[src/rtl/vga_timing_gen.sv]
// Raster timing generator: pixel counters, registered sync/blank decodes,
// line/frame pulses, and a configurable delayed copy of the sync/blank strobes.
module vga_timing_gen #(
  parameter int PIXEL_DISPLAY_BIT = 9,
  parameter int H_ACTIVE          = 640,
  parameter int H_FP              = 16,
  parameter int H_SYNC            = 96,
  parameter int H_BP              = 48,
  parameter int V_ACTIVE          = 480,
  parameter int V_FP              = 10,
  parameter int V_SYNC            = 2,
  parameter int V_BP              = 33,
  parameter int SYNC_DELAY        = 1
) (
  input  logic                     clock_25,
  input  logic                     reset,
  output logic [PIXEL_DISPLAY_BIT:0] X,
  output logic [PIXEL_DISPLAY_BIT:0] Y,
  output logic                     hsync,
  output logic                     vsync,
  output logic                     display_enable,
  output logic                     hsync_d,
  output logic                     vsync_d,
  output logic                     display_enable_d,
  output logic                     line_end,
  output logic                     frame_start
);

  localparam int W       = PIXEL_DISPLAY_BIT + 1;
  localparam int H_TOTAL = H_ACTIVE + H_FP + H_SYNC + H_BP;
  localparam int V_TOTAL = V_ACTIVE + V_FP + V_SYNC + V_BP;

  localparam logic [W-1:0] H_LAST     = W'(H_TOTAL - 1);
  localparam logic [W-1:0] V_LAST     = W'(V_TOTAL - 1);
  localparam logic [W-1:0] H_VIS      = W'(H_ACTIVE);
  localparam logic [W-1:0] V_VIS      = W'(V_ACTIVE);
  localparam logic [W-1:0] HS_START   = W'(H_ACTIVE + H_FP);
  localparam logic [W-1:0] HS_END     = W'(H_ACTIVE + H_FP + H_SYNC);
  localparam logic [W-1:0] VS_START   = W'(V_ACTIVE + V_FP);
  localparam logic [W-1:0] VS_END     = W'(V_ACTIVE + V_FP + V_SYNC);

  logic [W-1:0] x_nxt;
  logic [W-1:0] y_nxt;
  logic         wrap_frame;

  always_comb begin
    x_nxt      = X + 1'b1;
    y_nxt      = Y;
    wrap_frame = 1'b0;
    if (X == H_LAST) begin
      x_nxt = '0;
      if (Y == V_LAST) begin
        y_nxt      = '0;
        wrap_frame = 1'b1;
      end else begin
        y_nxt = Y + 1'b1;
      end
    end
  end

  // Decodes use the next-state counters so they line up with X/Y after the edge.
  always_ff @(posedge clock_25 or posedge reset) begin
    if (reset) begin
      X              <= '0;
      Y              <= '0;
      hsync          <= 1'b1;
      vsync          <= 1'b1;
      display_enable <= 1'b0;
      line_end       <= 1'b0;
      frame_start    <= 1'b0;
    end else begin
      X              <= x_nxt;
      Y              <= y_nxt;
      hsync          <= !((x_nxt >= HS_START) && (x_nxt < HS_END));
      vsync          <= !((y_nxt >= VS_START) && (y_nxt < VS_END));
      display_enable <= (x_nxt < H_VIS) && (y_nxt < V_VIS);
      line_end       <= (x_nxt == H_LAST);
      frame_start    <= wrap_frame;
    end
  end

  generate
    if (SYNC_DELAY == 0) begin : g_nodelay
      assign hsync_d          = hsync;
      assign vsync_d          = vsync;
      assign display_enable_d = display_enable;
    end else begin : g_pipe
      logic [2:0] pipe [SYNC_DELAY];

      always_ff @(posedge clock_25 or posedge reset) begin
        if (reset) begin
          for (int i = 0; i < SYNC_DELAY; i++) pipe[i] <= 3'b110;
        end else begin
          pipe[0] <= {hsync, vsync, display_enable};
          for (int i = 1; i < SYNC_DELAY; i++) pipe[i] <= pipe[i-1];
        end
      end

      assign hsync_d          = pipe[SYNC_DELAY-1][2];
      assign vsync_d          = pipe[SYNC_DELAY-1][1];
      assign display_enable_d = pipe[SYNC_DELAY-1][0];
    end
  endgenerate

endmodule

[config.mk]
export PLATFORM = sky130hd
export DESIGN_NAME = vga_timing_gen
export DESIGN_NICKNAME = d
export VERILOG_FILES = /design/src/rtl/vga_timing_gen.sv
export SDC_FILE = /design/constraint.sdc
export NUM_CORES = 1
export LEC_CHECK = 0
export BUFFER_PORTS_ARGS = -buffer_cell sky130_fd_sc_hd__buf_4
export CAP_MARGIN = 15
export CORE_ASPECT_RATIO = 0.7
export CORE_MARGIN = 3
export CORE_UTILIZATION = 44
export DETAILED_ROUTE_END_ITERATION = 8
export PLACE_DENSITY = 0.78
export SETUP_SLACK_MARGIN = 0.5
export SLEW_MARGIN = 10
export SYNTH_ARGS = -nofsm -noshare
export SYNTH_HDL_FRONTEND = slang
export SYNTH_SLANG_ARGS = --single-unit
[constraint.sdc]
create_clock -name clock_25 -period 2.4 [get_ports clock_25]
set_clock_uncertainty 0.05 [all_clocks]
set_input_delay 0.36 -clock clock_25 [delete_from_list [all_inputs] [get_ports clock_25]]
set_output_delay 0.36 -clock clock_25 [all_outputs]
set_load 0.02 [all_outputs]
==> results.md, run 1 <==
- Outcome: finished, final reports clean
- Top fanout value on the critical path: 8
- TritonCTS clock tree: yes
- Endpoints failing setup: 0
- Rel. slew slack: 73.9%
- Seq/Total Area, Yosys: 47.9%
- Die Width: 75.2 µm
- Crit path DAT: 2.45 ns
- CTS max path bufs: 2
- Worst slew pin tran: 0.391 ns
- Starting density of the core: 49.4%
- HPWL after detailed placement: 2.74 mm
- Worst setup EP type: register
- Die Ht: 54.4 µm
- FMAX: 0.433 GHz
- Rows: 16
- Syn Nets: 150
- Initial antenna violation count: 0
- #FFs+latches synth: 28
- RSZ-0062 raised after global routing: yes
- Tightest Hold Check Type: input pin to async pin
- Net Switching: 0.155 mW
- Peak supply drop: 0.221 mV
- Reg clk slew, reported paths: 0.10 ns
- Router iterations before antenna repair: 7
- Vias/cell: 6.20
- Vias in the first global route: 1169
- Max-cap viol count: 0
- Synth Warn #: 0
- DR WL/cell: 18.1 µm
- Largest net degree at the start of global routing: 29
- Worst-skew pair later-pin latency: 0.28 ns
- # DRC: 0
- GPL Wtd Cong: 0.968
- Fin area: 2020 µm²
- H-tree depth: 1
- Kind of critical path: register to register
- Total global routing overflow: 0
- Startpoint types: register
- Required @ worst endpoint: 2.54 ns
- Global-route wire length before repair: 5.90 mm
- Layout cells sized above 1: 45.0%
- CTS Buf Count: 3
- Fin crit period: 2.31 ns
- Register Area: 717 µm²
- PwrDens: 422 nW/µm²
- Placed cell count: 212
- Area added between synthesis and finish: 36.9%
- Final wirelength: 4.11 mm
- Cell Count, Final, Fillers Out: 227
- CTS root buf: clkbuf_8
- Fillers: 208
- Reg power frac: 55.4%
- R2R setup slack: 0.09 ns
- Slew Limit Fails: 0
- Nets: 198
- Clk sinks: 28
- Multi-input logic area: 779 µm²
- Sw Share: 18.2%
- Clock Power Share: 43.3%
- EDFF count, synth: 0
- Full die area: 4090 µm²
- Netlist cell types: 45
- Final Hold Fails: 0
- Pleak: 0.914 nW
- Routed Antenna Nets: 0
- Placeable Area: 2980 µm²
- Combinational Power Share: 1.3%
- Fin crit share: 96.1%
- Fin Setup TNS: 0 ns
- Post-synth design cell area: 1470 µm²
- Mapped Cells: 144
- Tot GR Track Use: 19.8%
- N_diodes: 0
- Final Util: 67.7%
- Mean Syn Cell Area: 10.2 µm²
- Cell Area, Placed: 1800 µm²
- PortBufs: 29
- Synth async-reset ratio: 100%
- Int Pwr: 0.697 mW
- Hold-fix buffers at CTS: 0
- IO Pins: 30
- Vias: 1407
- Top_reg_cell synth: dfrtp_1
- 1st-iter DRT viols: 179
## through the flow
step	hold WS [ns]	worst slack [ns]	power [mW]
floorplan	0.351	0.151	0.488
global placement	0.306	0.0835	0.492
detailed placement	0.312	0.0304	0.493
CTS	0.0931	0.0899	0.860
global route	0.121	0.00587	0.881
finish	0.0853	0.0930	0.852
## worst max-delay path: stages (launching register included)
cell	delay, ns
dfrtp_2	0.45
inv_2	0.09
ha_4	0.13
nor4bb_1	0.21
nand4_1	0.37
nand2_1	0.28
o31ai_1	0.11
or4b_1	0.54
## synth_stat cells (2+ instances only)
library cell	n	share of area, %
a211o_1	2	1.2
a211oi_1	2	1.0
a31oi_1	2	0.85
a41oi_1	2	1.2
and3_1	3	1.3
and4_1	2	1.2
buf_4	2	1.0
buf_6	2	1.5
dfrtp_1	24	41
dfstp_2	4	7.1
ha_1	4	3.4
inv_1	10	2.5
nand2_1	12	3.1
nand3_1	10	3.4
nand4_1	6	2.5
nor2_1	8	2.0
nor3_1	5	1.7
o21ai_0	7	2.4
or3_1	2	0.85
xnor2_1	5	3.0
xor2_1	6	3.6
## worst paths after layout
kind                       start        endpoint  cells after the start
min in group clock_25      hsync  g_pipe.pipe[2]                      0
setup / recovery            Y[1]           vsync                      7
max in group asynchronous  reset           vsync                      3
hold reg to reg            hsync  g_pipe.pipe[2]                      0
hold / removal             reset            Y[8]                      3
setup reg to reg            Y[1]           vsync                      7
## power groups by stage
stage	clock network [mW]	logic [mW]	registers, mW
3_3_place_gp	0	0.0115	0.481
6_report	0.369	0.0111	0.472
4_1_cts	0.376	0.0118	0.472
3_5_place_dp	0	0.0118	0.481
2_1_floorplan	0	0.00692	0.481
5_1_grt	0.396	0.0133	0.472
## registers in the layout, summed over array words and instances (netlist names)
register,count
Y,10
g_pipe.pipe,3
hsync,1
X,10
display_enable,1
frame_start,1
vsync,1
line_end,1
## cells by family after synthesis
kind of cell,after synthesis,share of synthesized area (%)
AOI/OAI and AO/OA,22,10.4
xor gates and xnor gates,11,6.54
adders and majority gates,4,3.40
buffers and inverters,16,5.69
DFF,28,47.9
muxes,2,1.44
and+or+nand+nor,61,24.7
## metal layers
| layer | vias to the layer above | wire (µm) | track usage (%) |
|---|---|---|---|
| met4 | 0 | 122 | 3.78 |
| met1 | 675 | 1770 | 29.2 |
| met5 | - | 0 | 0 |
| met3 | 15 | 429 | 5.32 |
| li1 | 617 | - | - |
| met2 | 100 | 1790 | 29.6 |
## placed cells by master, fill, tap and decap left out, types with 3 or more instances in the layout
cell type,Yosys,layout
buf_4,2,49
nor2_1,8,7
dfrtp_2,0,9
o21ai_0,7,5
nor3_1,5,3
nand3_1,10,8
xnor2_1,5,5
ha_4,0,3
nand4_1,6,6
dfstp_2,4,4
dfrtp_1,24,15
clkbuf_8,0,3
xor2_1,6,6
nand2_1,12,12
and3_1,3,3
inv_1,10,8
## area by class of cell
type                    instances  area share, %
well taps                      36           2.23
clock inverters                 1           1.49
inverters                      10           1.86
clock buffers                   3           2.05
multi-input cells             100           38.6
repair buffers                 49           18.2
flip-flops and latches         28           35.5
## timing repair
item,in CTS,in global routing
buffers inserted,2,9
gates resized for setup,4,13
pin swaps,0,6
setup endpoints to repair,5,6
Power figures use the tool's default switching activity.
==> run 2: changes to the inputs <==
- CORE_ASPECT_RATIO: 0.7 -> 1.2
==> results.md, run 2 (same netlist as run 1, synthesis figures left out) <==
- Slew Limit Fails: 0
- Rel. slew slack: 65.2%
- Vias: 1356
- PortBufs: 29
- Required @ worst endpoint: 2.61 ns
- Largest regs: X x10, Y x10, g_pipe.pipe x3
- Clk sinks: 28
- TritonCTS clock tree: yes
- Nets: 196
- PwrDens: 367 nW/µm²
- CTS root buf: clkbuf_4
- Crit path buffers/inverters: 1
- Tot GR Track Use: 20.0%
- Full die area: 4080 µm²
- Fin Setup TNS: 0 ns
- Crit path DAT: 2.53 ns
- Die Ht: 69.4 µm
- Total power: 0.716 mW
- CTS max path bufs: 2
- DR WL/cell: 17.3 µm
- Fin area: 1950 µm²
- Largest net degree at the start of global routing: 16
- Pleak: 0.867 nW
- Total global routing overflow: 0
- Reg clk slew, reported paths: 0.15 ns
- Fin crit share: 96.7%
- Worst setup EP type: register
- Vias/cell: 6.03
- Cell Area, Placed: 1780 µm²
- Hold slack: -0.00336 ns
- Global-route wire length before repair: 6.46 mm
- Initial antenna violation count: 0
- Starting density of the core: 47.0%
- N_diodes: 0
- Die Width: 58.8 µm
- Worst-skew pair later-pin latency: 0.32 ns
- Final wirelength: 3.90 mm
- HPWL after detailed placement: 2.60 mm
- Vias in the first global route: 1342
- Final Hold Fails: 11
- Routed Antenna Nets: 0
- Most common cell after layout, fill and taps aside: buf_4
- Max-cap viol count: 0
- Area added between synthesis and finish: 32.3%
- Final setup slack of the worst path: 0.0784 ns
- Placeable Area: 3140 µm²
- Hold-fix buffers at CTS: 0
- FMAX: 0.431 GHz
- Worst slew pin tran: 0.521 ns
- Peak supply drop: 0.299 mV
- Rows: 22
- Tightest Hold Check Type: input pin to async pin
- CTS Buf Count: 3
- Pre-CTS setup slack: 0.0518 ns
- Top fanout value on the critical path: 4
- Startpoint types: register
- Endpoints failing setup: 0
- Placed cell count: 209
- Kind of critical path: register to register
- Failing checks: negative hold slack
- 1st-iter DRT viols: 55
- Router iterations before antenna repair: 4
- Largest stage delay, worst path: 0.51 ns
- RSZ-0062 raised after global routing: yes
- Final Util: 62.1%
- Most frequent cells in the layout: buf_4 (46), dfrtp_1 (17), nand2_1 (12), nand3_1 (9), inv_1 (8)
- CP cell instances: inv_2 > ha_4 > or4bb_4 > nor3_2 > a221oi_1 > a211o_1 > or4b_1
- Outcome: complete, but fails checks
- Fillers: 259
- H-tree depth: 1
- Fin crit period: 2.32 ns
- Layout cells sized above 1: 42.9%
- Cell Count, Final, Fillers Out: 225
- GPL Wtd Cong: 0.874
- Worst path slowest cell: or4b_1
- IO Pins: 30
- # DRC: 0
- Top cell family by delay on the critical path: simple AND/OR/NAND/NOR gates
## run 2: changes by cell type in the layout (fill, tap and decap cells not counted), sizes merged
cell / previous run / this run
buf: 49 / 47
bufinv: 1 / 0
clkbuf: 3 / 4
## run 2: per-layer routing
metal  routed length, µm  GRT usage [%]
met1                1470           24.1
met2                2000           33.4
met4                 198           10.3
met5                   0              0
met3                 240           2.98
## run 2: cell type report
class,instances,area (µm²),area share (%)
clock buffer,4,36.3,1.86
inverter,10,37.5,1.93
multi-input combinational,100,759,39.0
sequential,28,714,36.6
tap,36,45.0,2.31
timing repair buffer,47,357,18.3
## run 2: worst reg2reg max path, stage by stage (launching register included)
cell	delay [ns]
dfrtp_2	0.46
inv_2	0.07
ha_4	0.27
or4bb_4	0.47
nor3_2	0.11
a221oi_1	0.09
a211o_1	0.23
or4b_1	0.51
## run 2: worst paths after layout
check,from,endpoint,slack (ns),depth (start not counted)
setup / recovery,Y[1],vsync,0.08,7
max in group asynchronous,reset,hsync,1.66,3
hold reg to reg,vsync,g_pipe.pipe[1],0.33,0
hold / removal,reset,Y[8],-0.003,2
setup reg to reg,Y[1],vsync,0.08,7
min in group clock_25,vsync,g_pipe.pipe[1],0.33,0
## run 2: repair_timing
action	4_1_cts	5_1_grt
setup endpoints to repair	6	9
cloned	0	0
resized for setup	8	3
pin swaps	8	2
buffers inserted	10	2
## run 2: report_power, final
group | switching, mW | leakage, nW | internal (mW) | total [mW]
Combinational | 0.00951 | 0.502 | 0.00319 | 0.0127
Clock | 0.138 | 0.0210 | 0.0928 | 0.231
Sequential | 0 | 0.344 | 0.472 | 0.472
Total | 0.148 | 0.867 | 0.568 | 0.716
